--- src/rtl/multdiv_unit.sv ---
// Multicycle signed multiply/divide unit for the execute stage (32-iteration shift-add / restoring divide).
// Define MULTDIV_BOOTH_RADIX4_EN to run multiplies as 16-iteration radix-4 modified Booth.
module multdiv_unit #(
    parameter int unsigned DATA_WIDTH = 32
) (
    input  logic                  clock,
    input  logic                  reset,
    input  logic [DATA_WIDTH-1:0] data_operandA,
    input  logic [DATA_WIDTH-1:0] data_operandB,
    input  logic                  ctrl_MULT,
    input  logic                  ctrl_DIV,
    output logic [DATA_WIDTH-1:0] data_result,
    output logic                  data_exception,
    output logic                  data_resultRDY,
    output logic                  busy
);
    localparam int unsigned W  = DATA_WIDTH;
    localparam int unsigned CW = $clog2(W + 1);
`ifdef MULTDIV_BOOTH_RADIX4_EN
    localparam int unsigned MULT_STEPS = W / 2;
`else
    localparam int unsigned MULT_STEPS = W;
`endif
    localparam int unsigned DIV_STEPS = W;

    localparam logic [1:0] IDLE = 2'd0;
    localparam logic [1:0] MULT = 2'd1;
    localparam logic [1:0] DIV  = 2'd2;
    localparam logic [1:0] DONE = 2'd3;

    localparam logic [W-1:0] MOST_NEG = {1'b1, {(W-1){1'b0}}};

    logic [1:0]     state, state_nxt;
    logic [CW-1:0]  count, count_nxt;
    logic [2*W-1:0] prod, prod_nxt;       // mult: {acc_hi, multiplier}; div: {remainder, quotient}
    logic [W-1:0]   mcand, mcand_nxt;     // multiplicand or divisor magnitude
    logic           neg, neg_nxt;
    logic           div_zero, div_zero_nxt;
    logic           div_ovf, div_ovf_nxt;
    logic [W-1:0]   result_nxt;
    logic           exception_nxt;
    logic           rdy_nxt;
    logic           busy_nxt;
`ifdef MULTDIV_BOOTH_RADIX4_EN
    logic [2*W-1:0] booth_mc, booth_mc_nxt;
    logic [W:0]     booth_mq, booth_mq_nxt;
    logic [2*W-1:0] booth_pp;
`else
    logic [W:0]     mul_sum;
`endif

    logic           start;
    logic [W-1:0]   mag_a;
    logic [W-1:0]   mag_b;
    logic [W:0]     div_shift;
    logic           div_fits;
    logic [2*W-1:0] prod_fin;
    logic [W-1:0]   quo_fin;
    logic           mult_ovf;

    // Magnitudes: the most-negative value maps to 2^(W-1), which is exact as unsigned W bits.
    assign start = ctrl_MULT | ctrl_DIV;
    assign mag_a = data_operandA[W-1] ? -data_operandA : data_operandA;
    assign mag_b = data_operandB[W-1] ? -data_operandB : data_operandB;

    always_ff @(posedge clock or posedge reset) begin
        if (reset) begin
            state          <= IDLE;
            count          <= '0;
            prod           <= '0;
            mcand          <= '0;
            neg            <= 1'b0;
            div_zero       <= 1'b0;
            div_ovf        <= 1'b0;
            data_result    <= '0;
            data_exception <= 1'b0;
            data_resultRDY <= 1'b0;
            busy           <= 1'b0;
`ifdef MULTDIV_BOOTH_RADIX4_EN
            booth_mc       <= '0;
            booth_mq       <= '0;
`endif
        end else begin
            state          <= state_nxt;
            count          <= count_nxt;
            prod           <= prod_nxt;
            mcand          <= mcand_nxt;
            neg            <= neg_nxt;
            div_zero       <= div_zero_nxt;
            div_ovf        <= div_ovf_nxt;
            data_result    <= result_nxt;
            data_exception <= exception_nxt;
            data_resultRDY <= rdy_nxt;
            busy           <= busy_nxt;
`ifdef MULTDIV_BOOTH_RADIX4_EN
            booth_mc       <= booth_mc_nxt;
            booth_mq       <= booth_mq_nxt;
`endif
        end
    end

    always_comb begin
        state_nxt     = state;
        count_nxt     = count;
        prod_nxt      = prod;
        mcand_nxt     = mcand;
        neg_nxt       = neg;
        div_zero_nxt  = div_zero;
        div_ovf_nxt   = div_ovf;
        result_nxt    = data_result;
        exception_nxt = data_exception;
        rdy_nxt       = 1'b0;
        busy_nxt      = busy;
`ifdef MULTDIV_BOOTH_RADIX4_EN
        booth_mc_nxt  = booth_mc;
        booth_mq_nxt  = booth_mq;
        booth_pp      = '0;
        case (booth_mq[2:0])
            3'b001, 3'b010: booth_pp = booth_mc;
            3'b011:         booth_pp = {booth_mc[2*W-2:0], 1'b0};
            3'b100:         booth_pp = -{booth_mc[2*W-2:0], 1'b0};
            3'b101, 3'b110: booth_pp = -booth_mc;
            default:        booth_pp = '0;
        endcase
        prod_fin      = prod;
`else
        mul_sum       = {1'b0, prod[2*W-1:W]} + (prod[0] ? {1'b0, mcand} : '0);
        prod_fin      = neg ? -prod : prod;
`endif
        div_shift     = {prod[2*W-1:W], prod[W-1]};
        div_fits      = div_shift >= {1'b0, mcand};
        quo_fin       = neg ? -prod[W-1:0] : prod[W-1:0];
        mult_ovf      = !((&prod_fin[2*W-1:W-1]) || !(|prod_fin[2*W-1:W-1]));

        // A start pulse is honoured in every state, aborting any operation in flight.
        if (start) begin
            state_nxt    = ctrl_MULT ? MULT : DIV;
            count_nxt    = '0;
            busy_nxt     = 1'b1;
            neg_nxt      = data_operandA[W-1] ^ data_operandB[W-1];
            div_zero_nxt = (data_operandB == '0);
            div_ovf_nxt  = (data_operandA == MOST_NEG) && (data_operandB == '1);
            if (ctrl_MULT) begin
`ifdef MULTDIV_BOOTH_RADIX4_EN
                prod_nxt     = '0;
                booth_mc_nxt = {{W{data_operandA[W-1]}}, data_operandA};
                booth_mq_nxt = {data_operandB, 1'b0};
`else
                prod_nxt     = {{W{1'b0}}, mag_b};
                mcand_nxt    = mag_a;
`endif
            end else begin
                prod_nxt  = {{W{1'b0}}, mag_a};
                mcand_nxt = mag_b;
            end
        end else begin
            case (state)
                MULT: begin
                    if (count == CW'(MULT_STEPS)) begin
                        result_nxt    = prod_fin[W-1:0];
                        exception_nxt = mult_ovf;
                        rdy_nxt       = 1'b1;
                        state_nxt     = DONE;
                    end else begin
`ifdef MULTDIV_BOOTH_RADIX4_EN
                        prod_nxt     = prod + booth_pp;
                        booth_mc_nxt = {booth_mc[2*W-3:0], 2'b00};
                        booth_mq_nxt = {2'b00, booth_mq[W:2]};
`else
                        prod_nxt     = {mul_sum, prod[W-1:1]};
`endif
                        count_nxt    = count + CW'(1);
                    end
                end
                DIV: begin
                    if (count == CW'(DIV_STEPS)) begin
                        result_nxt    = div_zero ? '0 : quo_fin;
                        exception_nxt = div_zero | div_ovf;
                        rdy_nxt       = 1'b1;
                        state_nxt     = DONE;
                    end else begin
                        prod_nxt[2*W-1:W] = div_fits ? W'(div_shift - {1'b0, mcand})
                                                     : div_shift[W-1:0];
                        prod_nxt[W-1:0]   = {prod[W-2:0], div_fits};
                        count_nxt         = count + CW'(1);
                    end
                end
                DONE: begin
                    state_nxt = IDLE;
                    busy_nxt  = 1'b0;
                end
                default: state_nxt = IDLE;
            endcase
        end
    end

endmodule
--- config.mk ---
export PLATFORM = sky130hd
export DESIGN_NAME = multdiv_unit
export DESIGN_NICKNAME = d
export VERILOG_FILES = /design/src/rtl/multdiv_unit.sv
export SDC_FILE = /design/constraint.sdc
export NUM_CORES = 1
export LEC_CHECK = 0
export ABC_AREA = 1
export BUFFER_PORTS_ARGS = -buffer_cell sky130_fd_sc_hd__buf_2
export CAP_MARGIN = 10
export CORE_MARGIN = 2
export CORE_UTILIZATION = 25
export CTS_BUF_LIST = sky130_fd_sc_hd__clkbuf_16
export DETAILED_ROUTE_END_ITERATION = 10
export HOLD_SLACK_MARGIN = 0.1
export SLEW_MARGIN = 20
export SYNTH_ARGS = -nofsm -noshare
export SYNTH_HDL_FRONTEND = slang
export SYNTH_SLANG_ARGS = --single-unit
export TNS_END_PERCENT = 20
--- constraint.sdc ---
create_clock -name clock -period 7.3 [get_ports clock]
set_input_delay 0.365 -clock clock [delete_from_list [all_inputs] [get_ports clock]]
set_output_delay 0.365 -clock clock [all_outputs]
set_load 0.03 [all_outputs]
==> impl_metrics.json <==
{
  "outcome": "finished, final reports clean",
  "tritoncts_num_sinks": 142,
  "crit_path_start_kind": "register",
  "power.density_cell_area_nw_per_um2": 192,
  "finalPower_w": 0.00323,
  "via_count_of_the_first_global_routing_pass": 15500,
  "worst_vdd_drop_uv": 172,
  "postLayoutCellArea_um2": 16900,
  "worst-setup-path-type": "reg -> reg",
  "postSynth.topFlopCell": "sky130_fd_sc_hd__dfrtp_1",
  "post_synth.cell_area_avg_um2": 6.26,
  "crit_required_ps": 7690,
  "fp.dieH_um": 249,
  "ctsHtreeMaxLevel": 4,
  "finished_layout_cells": 3243,
  "layout_min_cycle_time_ps": 3210,
  "worst_slew_margin_rel_pct": 41.8,
  "synthTopCellsByCount": "sky130_fd_sc_hd__nand2_1, sky130_fd_sc_hd__inv_1, sky130_fd_sc_hd__nor2_1",
  "cpLargestDelayFamily": "simple AND/OR/NAND/NOR gates",
  "cp-end-kind": "register",
  "report.final.setup_viol": 0,
  "timing.final.crit_share_pct": 44.0,
  "boundaryPins": 103,
  "layout.nets": 2600,
  "final_antenna_net_count": 0,
  "cts-buffers-inserted": 17,
  "slew_viol_final": 0,
  "track_usage_pct": 19.3,
  "drive_gt1_share_pct": 9.03,
  "netlist.area_leader.share_pct": 23.6,
  "grt_first_pass_wirelength_um": 92500,
  "clk_root_buffer_cell": "sky130_fd_sc_hd__clkbuf_16",
  "clk_latency_ps": 460,
  "synth_sequential_area_ratio_pct": 23.6,
  "synth_fp_nets": 2544,
  "postCtsSetupBuffers": 0,
  "initial_core_utilization_pct": 25.4,
  "clock_path_buffers": 2,
  "unrepaired_setup_endpoints_after_global_routing": "no",
  "total_leakage_power_nw": 8.41,
  "cp_common_cell": "sky130_fd_sc_hd__nand2_1",
  "worst_path_arrival_ps": 3600,
  "worst_setup_hold_path_clk_slew_ps": 70,
  "io_buffers": 102,
  "fillerInstances": 6731,
  "place.gp.congestion": 0.967,
  "placedCellCount": 3211,
  "routed_wire_length_per_instance_um": 19.0,
  "worst_pin_slew_ps": 871,
  "grt.overflow.total": 0,
  "synth_cell_types": 62,
  "synthMostInstantiatedCell": "sky130_fd_sc_hd__nand2_1",
  "synth.top_cells.by_area": "sky130_fd_sc_hd__dfrtp_1, sky130_fd_sc_hd__nand2_1, sky130_fd_sc_hd__inv_1",
  "postSynth.asyncResetShare_pct": 100,
  "crit_path_cell_trace": "buf_4 > nand2_1 > inv_1 > ha_1 > inv_1 > fa_1 > nor3_1 > nor2_1 > o21ai_0 > nand2_1 > a22oi_1 > a21oi_1 > nor2_1 > nor2_1 > nand2_1 > nand3_1 > nand2_1",
  "flow.area_growth_from_synthesis_pct": 12.1,
  "edff_count_synth": 0,
  "diodes": 0,
  "fp-row-count": 89,
  "tritoncts": "yes",
  "maximum_achievable_frequency_mhz": 311,
  "worst-path-max-fanout": 35,
  "grt_antenna_before_repair": 0,
  "crit_path_top_delay_cell": "sky130_fd_sc_hd__fa_1",
  "register_area_um2": 3550,
  "violation_count_after_the_first_detailed_routing_iteration": 1618,
  "max-cap-violations": 0,
  "synthDominantAreaCellType": "sky130_fd_sc_hd__dfrtp_1",
  "yosysWarnings": 0,
  "routed-via-count": 16600,
  "vias_per_cell": 5.11,
  "hold_path_class": "in -> async",
  "dp_hpwl_um": 49800,
  "detail_route.wirelength_um": 61500,
  "drt_first_pass_iters": 6,
  "critical_path.n_buffers_inverters": 3,
  "critical-path-max-stage-delay_ps": 430,
  "cts-hold-fix-buffers": 0,
  "syn-instance-count": 2401,
  "multi_input_comb_area_um2": 9920,
  "fin_skew_ps": 17.0,
  "ys_seq_elements": 142,
  "pin_count_of_the_biggest_net_entering_global_routing": 85,
  "dpl_cell_area_um2": 16300,
  "dieWidth_um": 249,
  "cts_resized": 0,
  "timing.final.hold_violations": 0,
  "post_layout_util_pct": 28.5,
  "core_um2": 59200,
  "setup-tns-final_ps": 0,
  "dieArea_um2": 62100,
  "syn-cell-area_um2": 15000,
  "drc_errors": 0
}
## cell usage in the layout (no fill, tap or decap), types with 6 or more instances in the layout
master	instances
sky130_fd_sc_hd__a22oi_1	18
sky130_fd_sc_hd__nand3_1	155
sky130_fd_sc_hd__or2_2	12
sky130_fd_sc_hd__a31oi_1	10
sky130_fd_sc_hd__clkbuf_16	17
sky130_fd_sc_hd__o221ai_1	11
sky130_fd_sc_hd__nand3_2	6
sky130_fd_sc_hd__buf_2	102
sky130_fd_sc_hd__o21ai_0	190
sky130_fd_sc_hd__nand2_2	6
sky130_fd_sc_hd__nor2_1	278
sky130_fd_sc_hd__o22ai_1	24
sky130_fd_sc_hd__a22o_1	8
sky130_fd_sc_hd__o21ai_1	24
sky130_fd_sc_hd__o21bai_1	9
sky130_fd_sc_hd__nand2_1	588
sky130_fd_sc_hd__a21oi_1	155
sky130_fd_sc_hd__a21o_1	9
sky130_fd_sc_hd__dfrtp_1	141
sky130_fd_sc_hd__nor4_1	9
sky130_fd_sc_hd__xnor2_1	19
sky130_fd_sc_hd__ha_1	72
sky130_fd_sc_hd__buf_4	14
sky130_fd_sc_hd__o211ai_1	32
sky130_fd_sc_hd__nor2_2	12
sky130_fd_sc_hd__nand4_1	39
sky130_fd_sc_hd__inv_1	315
sky130_fd_sc_hd__nor3_1	24
sky130_fd_sc_hd__xor2_1	83
## per-stage QoR
stage	setup slack [ps]	hold WS (ps)
detailed placement	3700	473
global route	3830	125
CTS	4160	106
global placement	3720	470
finish	4090	57.4
floorplan	3130	447
## registers in the layout, indices dropped and copies added (netlist names)
| signal | count |
|---|---|
| busy | 1 |
| div_zero | 1 |
| state | 2 |
| data_resultRDY | 1 |
| prod | 64 |
| data_exception | 1 |
| data_result | 32 |
| mcand | 32 |
| count | 6 |
| neg | 1 |
| div_ovf | 1 |
## kinds of logic after synthesis
family                     Yosys count  share of synthesized area, %
and+or+nand+nor                   1152                          32.9
AOI/OAI and AO/OA                  529                          20.7
buffers and inverters              401                          10.5
DFF                                142                          23.6
xor gates and xnor gates           102                          5.94
adders and majority gates           75                          6.34
## area by class of cell
type,instances,share of cell area [%]
Inverter,322,7.21
Tap cell,773,5.74
Sequential cell,142,21.1
Timing Repair Buffer,116,3.65
Clock buffer,17,2.52
Clock inverter,15,0.928
Multi-Input combinational cell,1858,58.9
## path summary, 6_finish.rpt
check,start,to,slack (ps),depth (start not counted)
hold reg to reg,data_result[11],data_result[11],480,2
setup / recovery,prod[0],prod[61],4090,17
max in group asynchronous,reset,prod[47],5870,3
hold / removal,reset,mcand[8],60,2
setup reg to reg,prod[0],prod[61],4090,17
min in group clock,data_operandA[0],mcand[0],200,3
## power breakdown
part / switching [W] / internal (W)
sequential: 0.000153 / 0.000860
clock: 0.000409 / 0.000481
combinational: 0.000920 / 0.000406
total: 0.00148 / 0.00175
## metal layers
layer | up-vias | track usage, % | wire (um)
met2 | 709 | 32.6 | 28700
met3 | 133 | 2.26 | 3900
met1 | 7659 | 25.0 | 26300
li1 | 8065 | - | -
met4 | 0 | 7.59 | 2590
met5 | - | 0 | 0
(Power assumes the default switching activity.)
